File: src/rtl/battleship_pkg.sv
// Shared types and helpers for the 5x5 battleship turn controller.
package battleship_pkg;

    localparam int BOARD_N = 5;
    localparam int CELLS   = 25;
    localparam logic [4:0] LAST_IDX = 5'(CELLS - 1);

    // Per-cell code, also consumed by the video generator board inputs.
    typedef enum logic [1:0] {
        EMPTY = 2'd0,
        SHIP  = 2'd1,
        MISS  = 2'd2,
        HIT   = 2'd3
    } cell_t;

    typedef enum logic [2:0] {
        IDLE,
        PLAYER_TURN,
        PLAYER_SEARCH,
        PLAYER_CHECK,
        PC_WAIT,
        PC_SEARCH,
        PC_CHECK,
        GAME_OVER
    } state_t;

    // Linear cell index for a (row, col) pair.
    function automatic logic [4:0] cell_index(input logic [2:0] row, input logic [2:0] col);
        return ({2'b00, row} * 5'(BOARD_N)) + {2'b00, col};
    endfunction

    // Number of ships in a board mask.
    function automatic logic [4:0] popcount(input logic [CELLS-1:0] mask);
        logic [4:0] n;
        n = '0;
        for (int i = 0; i < CELLS; i++) begin
            n = n + {4'b0000, mask[i]};
        end
        return n;
    endfunction

endpackage

File: src/rtl/turn_timer.sv
// Down-counter with load, enable and a single-cycle expire indication.
module turn_timer #(
    parameter int WIDTH = 32
) (
    input  logic             clk,
    input  logic             rst_n,
    input  logic             load,
    input  logic             enable,
    input  logic [WIDTH-1:0] load_value,
    output logic [0:0]       expire
);

    logic [WIDTH-1:0] count;

    // Load wins over counting so a restart always begins from the full value.
    always_ff @(posedge clk or negedge rst_n) begin
        if (!rst_n) begin
            count <= '0;
        end else if (load) begin
            count <= load_value;
        end else if (enable && (count != '0)) begin
            count <= count - WIDTH'(1);
        end
    end

    assign expire = enable && (count == '0);

endmodule

File: src/rtl/battleship_turn_ctrl.sv
// Turn sequencing, shot bookkeeping and win detection for player-vs-PC battleship.
module battleship_turn_ctrl
    import battleship_pkg::*;
#(
    parameter int TURN_TIMEOUT = 250_000_000,
    parameter int PC_DELAY     = 25_000_000
) (
    input  logic        clk,
    input  logic        rst_n,
    input  logic        start,
    input  logic [24:0] player_ships,
    input  logic [24:0] pc_ships,
    input  logic        btn_right,
    input  logic        btn_down,
    input  logic        btn_fire,
    input  logic [4:0]  rand_idx,
    output logic [49:0] board_player,
    output logic [49:0] board_pc,
    output logic [2:0]  cursor_row,
    output logic [2:0]  cursor_col,
    output logic        turn,
    output logic        game_over,
    output logic        winner
);

    localparam logic [31:0] TURN_LOAD = 32'(TURN_TIMEOUT - 1);
    localparam logic [31:0] PC_LOAD   = 32'(PC_DELAY - 1);

    state_t      state, state_next;
    cell_t       player_cells [CELLS];
    cell_t       player_cells_next [CELLS];
    cell_t       pc_cells [CELLS];
    cell_t       pc_cells_next [CELLS];
    logic [24:0] player_mask, player_mask_next;
    logic [24:0] pc_mask, pc_mask_next;
    logic [4:0]  player_ship_count, player_ship_count_next;
    logic [4:0]  pc_ship_count, pc_ship_count_next;
    logic [4:0]  player_hits, player_hits_next;
    logic [4:0]  pc_hits, pc_hits_next;
    logic [4:0]  probe, probe_next;
    logic [2:0]  cursor_row_next, cursor_col_next;
    logic        winner_next;

    logic        timer_load, timer_en;
    logic [0:0]  timer_expire;
    logic [31:0] timer_value;
    logic        player_shot, pc_shot;
    logic [4:0]  shot_idx;
    logic [4:0]  cursor_idx;

    assign cursor_idx = cell_index(cursor_row, cursor_col);
    assign timer_en   = (state == PLAYER_TURN) || (state == PC_WAIT);

    turn_timer #(.WIDTH(32)) u_timer (
        .clk        (clk),
        .rst_n      (rst_n),
        .load       (timer_load),
        .enable     (timer_en),
        .load_value (timer_value),
        .expire     (timer_expire)
    );

    // Next-state, board updates and counters; a shot request is resolved after the case.
    always_comb begin
        state_next             = state;
        player_cells_next      = player_cells;
        pc_cells_next          = pc_cells;
        player_mask_next       = player_mask;
        pc_mask_next           = pc_mask;
        player_ship_count_next = player_ship_count;
        pc_ship_count_next     = pc_ship_count;
        player_hits_next       = player_hits;
        pc_hits_next           = pc_hits;
        probe_next             = probe;
        cursor_row_next        = cursor_row;
        cursor_col_next        = cursor_col;
        winner_next            = winner;
        timer_load             = 1'b0;
        timer_value            = TURN_LOAD;
        player_shot            = 1'b0;
        pc_shot                = 1'b0;
        shot_idx               = '0;

        case (state)
            IDLE, GAME_OVER: begin
                if (start && (player_ships != '0) && (pc_ships != '0)) begin
                    player_mask_next       = player_ships;
                    pc_mask_next           = pc_ships;
                    for (int i = 0; i < CELLS; i++) begin
                        player_cells_next[i] = player_ships[i] ? SHIP : EMPTY;
                        pc_cells_next[i]     = EMPTY;
                    end
                    player_ship_count_next = popcount(player_ships);
                    pc_ship_count_next     = popcount(pc_ships);
                    player_hits_next       = '0;
                    pc_hits_next           = '0;
                    probe_next             = '0;
                    cursor_row_next        = '0;
                    cursor_col_next        = '0;
                    winner_next            = 1'b0;
                    state_next             = PLAYER_TURN;
                    timer_load             = 1'b1;
                    timer_value            = TURN_LOAD;
                end
            end
            PLAYER_TURN: begin
                if (btn_fire && (pc_cells[cursor_idx] == EMPTY)) begin
                    player_shot = 1'b1;
                    shot_idx    = cursor_idx;
                end else if (timer_expire[0]) begin
                    if (pc_cells[cursor_idx] == EMPTY) begin
                        player_shot = 1'b1;
                        shot_idx    = cursor_idx;
                    end else begin
                        state_next = PLAYER_SEARCH;
                        probe_next = cursor_idx;
                    end
                end else if (!btn_fire && (btn_right || btn_down)) begin
                    if (btn_right) begin
                        cursor_col_next = (cursor_col == 3'd4) ? 3'd0 : cursor_col + 3'd1;
                    end
                    if (btn_down) begin
                        cursor_row_next = (cursor_row == 3'd4) ? 3'd0 : cursor_row + 3'd1;
                    end
                    timer_load  = 1'b1;
                    timer_value = TURN_LOAD;
                end
            end
            PLAYER_SEARCH: begin
                if (probe > LAST_IDX) begin
                    probe_next = '0;
                end else if (pc_cells[probe] != EMPTY) begin
                    probe_next = (probe == LAST_IDX) ? 5'd0 : probe + 5'd1;
                end else begin
                    player_shot = 1'b1;
                    shot_idx    = probe;
                end
            end
            PLAYER_CHECK: begin
                if (player_hits == pc_ship_count) begin
                    winner_next = 1'b0;
                    state_next  = GAME_OVER;
                end else begin
                    state_next  = PC_WAIT;
                    timer_load  = 1'b1;
                    timer_value = PC_LOAD;
                end
            end
            PC_WAIT: begin
                if (timer_expire[0]) begin
                    state_next = PC_SEARCH;
                    probe_next = rand_idx;
                end
            end
            PC_SEARCH: begin
                if (probe > LAST_IDX) begin
                    probe_next = '0;
                end else if ((player_cells[probe] == MISS) || (player_cells[probe] == HIT)) begin
                    probe_next = (probe == LAST_IDX) ? 5'd0 : probe + 5'd1;
                end else begin
                    pc_shot  = 1'b1;
                    shot_idx = probe;
                end
            end
            PC_CHECK: begin
                if (pc_hits == player_ship_count) begin
                    winner_next = 1'b1;
                    state_next  = GAME_OVER;
                end else begin
                    state_next  = PLAYER_TURN;
                    timer_load  = 1'b1;
                    timer_value = TURN_LOAD;
                end
            end
            default: state_next = IDLE;
        endcase

        if (player_shot) begin
            if (pc_mask[shot_idx]) begin
                pc_cells_next[shot_idx] = HIT;
                player_hits_next        = player_hits + 5'd1;
            end else begin
                pc_cells_next[shot_idx] = MISS;
            end
            state_next = PLAYER_CHECK;
        end

        if (pc_shot) begin
            if (player_mask[shot_idx]) begin
                player_cells_next[shot_idx] = HIT;
                pc_hits_next                = pc_hits + 5'd1;
            end else begin
                player_cells_next[shot_idx] = MISS;
            end
            state_next = PC_CHECK;
        end
    end

    // State and datapath registers; reset abandons any game in progress.
    always_ff @(posedge clk or negedge rst_n) begin
        if (!rst_n) begin
            state             <= IDLE;
            for (int i = 0; i < CELLS; i++) begin
                player_cells[i] <= EMPTY;
                pc_cells[i]     <= EMPTY;
            end
            player_mask       <= '0;
            pc_mask           <= '0;
            player_ship_count <= '0;
            pc_ship_count     <= '0;
            player_hits       <= '0;
            pc_hits           <= '0;
            probe             <= '0;
            cursor_row        <= '0;
            cursor_col        <= '0;
            winner            <= 1'b0;
        end else begin
            state             <= state_next;
            player_cells      <= player_cells_next;
            pc_cells          <= pc_cells_next;
            player_mask       <= player_mask_next;
            pc_mask           <= pc_mask_next;
            player_ship_count <= player_ship_count_next;
            pc_ship_count     <= pc_ship_count_next;
            player_hits       <= player_hits_next;
            pc_hits           <= pc_hits_next;
            probe             <= probe_next;
            cursor_row        <= cursor_row_next;
            cursor_col        <= cursor_col_next;
            winner            <= winner_next;
        end
    end

    // Flatten the cell arrays onto the 2-bit-per-cell output buses.
    always_comb begin
        board_player = '0;
        board_pc     = '0;
        for (int i = 0; i < CELLS; i++) begin
            board_player[2*i +: 2] = player_cells[i];
            board_pc[2*i +: 2]     = pc_cells[i];
        end
    end

    assign turn      = (state == PC_WAIT) || (state == PC_SEARCH) || (state == PC_CHECK);
    assign game_over = (state == GAME_OVER);

endmodule

File: config.mk
export PLATFORM = sky130hd
export DESIGN_NAME = battleship_turn_ctrl
export DESIGN_NICKNAME = d
export VERILOG_FILES = /design/src/rtl/battleship_pkg.sv /design/src/rtl/turn_timer.sv /design/src/rtl/battleship_turn_ctrl.sv
export SDC_FILE = /design/constraint.sdc
export NUM_CORES = 1
export LEC_CHECK = 0
export CAP_MARGIN = 10
export CORE_AREA = 2 2 201 164
export DETAILED_ROUTE_END_ITERATION = 8
export DIE_AREA = 0 0 203 166
export DONT_BUFFER_PORTS = 1
export PLACE_DENSITY = 0.61
export REMOVE_ABC_BUFFERS = 1
export SLEW_MARGIN = 15
export SYNTH_ARGS = -nofsm -noshare
export SYNTH_HDL_FRONTEND = slang
export SYNTH_SLANG_ARGS = --single-unit
File: constraint.sdc
create_clock -name clk -period 6.84 [get_ports clk]
set_input_delay 1.368 -clock clk [delete_from_list [all_inputs] [get_ports clk]]
set_output_delay 1.368 -clock clk [all_outputs]
set_load 0.01 [all_outputs]
# Yosys cells after proc, flatten, opt, wreduce, memory -nomap -nowiden

Index checks and enable logic that the tools add are counted.

Bitwise operators: 10
Reductions and logical operators: 32
Multipliers: 1
Mux-type cells: 122
Add/sub/neg operators: 55
Order comparisons: 6
Equality and inequality tests: 32

Operators by type and width:

| operator                                           | count |
|---|---|
| 2-to-1 mux 50 bit                                  | 8 |
| adder 5 x 1 -> 5 bit                               | 40 |
| 2-to-1 mux 5 bit                                   | 25 |
| OR 50 bit                                          | 2 |
| 2-to-1 mux 32 bit                                  | 2 |
| 2-to-1 mux 3 bit                                   | 19 |
| 2-to-1 mux 28 bit                                  | 2 |
| bitwise AND 25 bit                                 | 2 |
| OR 25 bit                                          | 2 |
| nonzero test 25 bit                                | 2 |
| 2-to-1 mux 1 bit                                   | 44 |
| logical NOT 32 bit                                 | 1 |
| nonzero test 32 bit                                | 1 |
| subtractor 32 x 1 -> 32 bit, second input constant | 1 |
| binary-select mux 2 bit (select 5 bit)             | 3 |
| NOT 25 bit                                         | 1 |
| case mux 5 bit (5 select lines)                    | 1 |
| inequality test 2 bit, second input constant       | 10 |
| inequality test 4 bit, second input constant       | 5 |
| equality test 3 bit, second input constant         | 6 |
| >= comparator 6 bit, second input constant         | 3 |
| NOT 5 -> 6 bit                                     | 3 |
| AND reduction 6 bit                                | 3 |
| 2-to-1 mux 2 bit                                   | 8 |
| other kinds (39)                                   | 64 |

Logic and storage cells: 320
Output and inout port bits: 109
Register bits after elaboration: 217

# Logic depth before layout (Yosys ltp)

Depth after elaboration: 24
Mapped depth: 17
Mapped depth without buffers: 14

# Modules after synthesis

Synthesis repeated with hierarchy kept, for this count alone.

Cells, all modules: 1424
Area total of the unflattened synthesis: 13366.6 um^2

Modules (own cells, without submodules):

| module               | cells each | instances | area an instance (um^2) |
|---|---|---|---|
| battleship_turn_ctrl | 1184       | 1         | 11297.1 |
| turn_timer           | 240        | 1         | 2069.5 |

# Worst setup path after synthesis

Ideal clock, no wire load.

Path type: input to register
From: in pc_ships[17]
To: reg pc_ship_count[4]
Data required time: 6.704 ns
Setup slack: 1.544 ns
Setup time: 0.136 ns
Stages: 14
Path buffers: 0
Arrival time: 5.160 ns
Cells stage by stage: fa_1 > inv_1 > fa_1 > inv_1 > fa_1 > inv_1 > fa_1 > fa_1 > inv_1 > fa_1 > fa_1 > a21o_1 > a21oi_1 > o21ai_0

Cells in the longest elaborated chain, start to end: 8

Ends and longest elaborated chain:

| what                               | line                        | text |
|---|---|---|
| from (decl)                        | battleship_turn_ctrl.sv:12  | `input logic [24:0] pc_ships,` |
| adder 5 x 1 -> 5 bit (8 in series) | battleship_pkg.sv:37        | `n = n + {4'b0000, mask[i]};` |
| to (signal assigned)               | battleship_turn_ctrl.sv:224 | `pc_ship_count <= pc_ship_count_next;` |
| to (decl)                          | battleship_turn_ctrl.sv:37  | `logic [4:0] pc_ship_count, pc_ship_count_next;` |

Several ways; a longest one is shown, not always the timed one.
A chain may end at the register's enable or synchronous reset.

==> summary.txt <==
Average size of a mapped cell -> 9.23 um^2
Total number of vias -> 10100
Reg2reg path depth -> 16
Comb power frac -> 45.5%
CP Launch Point -> cursor_row[0]$_DFFE_PN0P_
Drt pass-1 iters -> 5
Layout cell share with drive strength beyond 1 -> 6.64%
Vias in the first global route -> 9717
Area grow syn2layout -> 9.35%
Longest Clk Path Bufs -> 3
Max Cap Violations -> 0
CTS root buf -> clkbuf_16
Post-synth top flop -> dfrtp_1
WS Path Type -> reg2reg
Clock power frac -> 20.8%
Clk_skew -> 0.0274 ns
Die Y -> 166 um
Crit-path slowest cell -> o41ai_1
H-tree depth -> 1
HP Start -> pc_mask[12]$_DFFE_PN0P_
DRC -> 0
Die area -> 0.0337 mm^2
Clk sinks -> 217
CTS tree -> done
Largest net degree at the start of global routing -> 218
HPWL Detailed -> 28.3 mm
Synth Instances -> 1352
Sequential area share after synthesis -> 43.5%
RSZ-0062 raised after global routing -> false
Power Total -> 6400 uW
Least-Margin Pin Slew -> 0.978 ns
CTS buffer count -> 24
Post-Synthesis Cell Area -> 0.0125 mm^2
NetSw -> 2820 uW
Post-synth EDFFs -> 0
Final wirelength -> 38.0 mm
Seq cells post-synth -> 217
Die span in x -> 203 um
DRT antenna net count -> 0
IO Pins -> 170
Core area -> 0.0318 mm^2
Hold Crit Class -> reg2reg
Most common cell after layout, fill and taps aside -> nand2_1
Fill count -> 3110
Relative slew margins -> 34.3%
Pint -> 3580 uW
Hold path endpoint -> pc_mask[12]$_DFFE_PN0P_
Fin cells -> 1768
Top delay family on crit path -> compound AO/OA/AOI/OAI gates
CP Capture Type -> register
Placed cell count -> 1728
Setup slack, reg-to-reg -> 1.24 ns
Fin crit period -> 5.60 ns
Crit-path max FO -> 13
Starting Density -> 39.2%
WP data arrival -> 6.04 ns
IO Port Bufs -> 0
Critical path startpoint category -> register
Net count, final -> 1455
Final setup viols -> 0
GRT overflow -> 0
P_leak -> 0.00621 uW
Final period utilization -> 81.8%
First-pass GRT wire length -> 59.0 mm
N_diodes -> 0
Synth async-reset ratio -> 100%
Post-synth cell types -> 85
Status -> completed
Sw frac -> 44.1%
Required @ worst endpoint -> 7.28 ns
Setup Buffers After CTS -> 0
Syn. warnings -> 0
CP cell instances -> ha_1, ha_1, fa_1, xor2_1, buf_4, mux4_2, nor2b_1, o41ai_1, a21oi_2, a21oi_1, nor3b_1, buf_4, a22oi_1, a41oi_2, nand2_1, o21ai_0
Antenna violations before repair -> 0
Final Hold Vio Count -> 0
Global Route Usage Sum -> 22.5%
Via density -> 5.69
Row cnt -> 59
Power density over cell area -> 469 mW/mm^2
Reg clk slew, reported paths -> 0.06 ns
Most frequent cells in the layout -> nand2_1 (286), dfrtp_1 (217), o21ai_0 (110)
Worst VDD drop -> 0.000234 V
Max Freq -> 0.179 GHz
Worst reg2reg path endpoint -> board_pc[32]$_DFF_PN0_
WHS Path Cells -> 2
Fin. max-slew vios -> 0
Worst path bufs/invs -> 2
Iteration-0 DRC count of the detailed router -> 931
Final GP Congestion -> 0.915
Sequential share of power -> 33.7%
Final Util -> 42.9%
Post-CTS Hold Buffers -> 0
Resize count post-CTS -> 0
Worst R2R Start -> cursor_row[0]$_DFFE_PN0P_
Worst-Skew Late Latency -> 0.54 ns
Wire per inst -> 21.5 um
Crit-path max cell delay -> 0.62 ns
-- registers in the layout, summed over array words and instances (netlist names), 25 cells and up --
| name | cells |
|---|---|
| pc_mask | 25 |
| player_mask | 25 |
| board_player | 50 |
| board_pc | 50 |
| u_timer.count | 32 |
-- power by group through the flow --
stage	clock network [uW]	logic [uW]	registers, uW
5_1_grt	1400	3290	2220
3_5_place_dp	0	2880	2180
6_report	1330	2910	2160
2_1_floorplan	0	2180	2010
3_3_place_gp	0	2830	2180
4_1_cts	1360	2890	2160
-- how the worst max path moves through the flow --
| stage | endpoint | slack (ns) | cells past startpoint |
|---|---|---|---|
| after global routing | board_pc[32]$_DFF_PN0_ | 0.84 | 16 |
| final | board_pc[32]$_DFF_PN0_ | 1.24 | 16 |
| after detailed placement | board_pc[36]$_DFF_PN0_ | 1.35 | 16 |
| after CTS | board_pc[32]$_DFF_PN0_ | 1.32 | 16 |
| after floorplan | board_player[28]$_DFF_PN0_ | -1.33 | 5 |
| after global placement | pc_ship_count[4]$_DFFE_PN0P_ | 1.39 | 14 |
-- cell usage after synthesis (14+ instances only) --
master / count / area, um^2
nand3_1: 37 / 185
dfrtp_1: 217 / 5430
xnor2_1: 23 / 201
fa_1: 37 / 741
mux2i_1: 14 / 140
o21ai_0: 110 / 551
a21oi_1: 55 / 275
inv_1: 77 / 289
nand2_1: 286 / 1070
a31oi_1: 14 / 87.6
nor2_1: 94 / 353
clkbuf_1: 45 / 169
xor2_1: 15 / 131
nor3_1: 28 / 140
a21o_1: 23 / 173
nor4_1: 19 / 119
mux4_2: 18 / 405
ha_1: 30 / 375
-- cell type report --
type / count / area, um^2 / share of cell area (%)
Inverter: 80 / 303 / 2.22
Clock inverter: 9 / 131 / 0.962
Sequential cell: 217 / 5430 / 39.8
Multi-Input combinational cell: 992 / 6490 / 47.6
Clock buffer: 31 / 658 / 4.82
Timing Repair Buffer: 12 / 103 / 0.752
Tap cell: 427 / 534 / 3.91
-- stage by stage --
step / TNS, ns / worst slack [ns] / area, um^2 / hold slack, ns
3_5_place_dp: 0 / 1.35 / 12900 / 0.465
2_1_floorplan: -137.53 / -1.33 / 12200 / 0.438
4_1_cts: 0 / 1.32 / 13700 / 0.480
3_3_place_gp: 0 / 1.39 / 12900 / 0.464
5_1_grt: 0 / 0.843 / 13700 / 0.513
6_report: 0 / 1.24 / 13700 / 0.478
-- worst min-delay path: stages, from the launching register on --
cell and delay [ns]:
dfrtp_1 0.34, nand2_1 0.05, nand2_1 0.05
-- cell families (layout without fill, tap and decap cells) --
logic type	Yosys count	count (layout)	synth area share (%)
flops	217	217	43.5
mux	32	32	4.37
compound gates	323	323	17.0
simple gates	532	532	18.9
xor+xnor	38	38	2.67
fa+ha+maj	67	67	8.94
buf+inv	143	132	4.59
-- routing by layer --
metal	part of all wire [%]	GRT usage [%]
met1	46	33.2
met2	42	31.4
met3	10	7.91
met4	2.3	5.55
met5	0	0
Note: power is estimated with default switching activity, not from simulation.
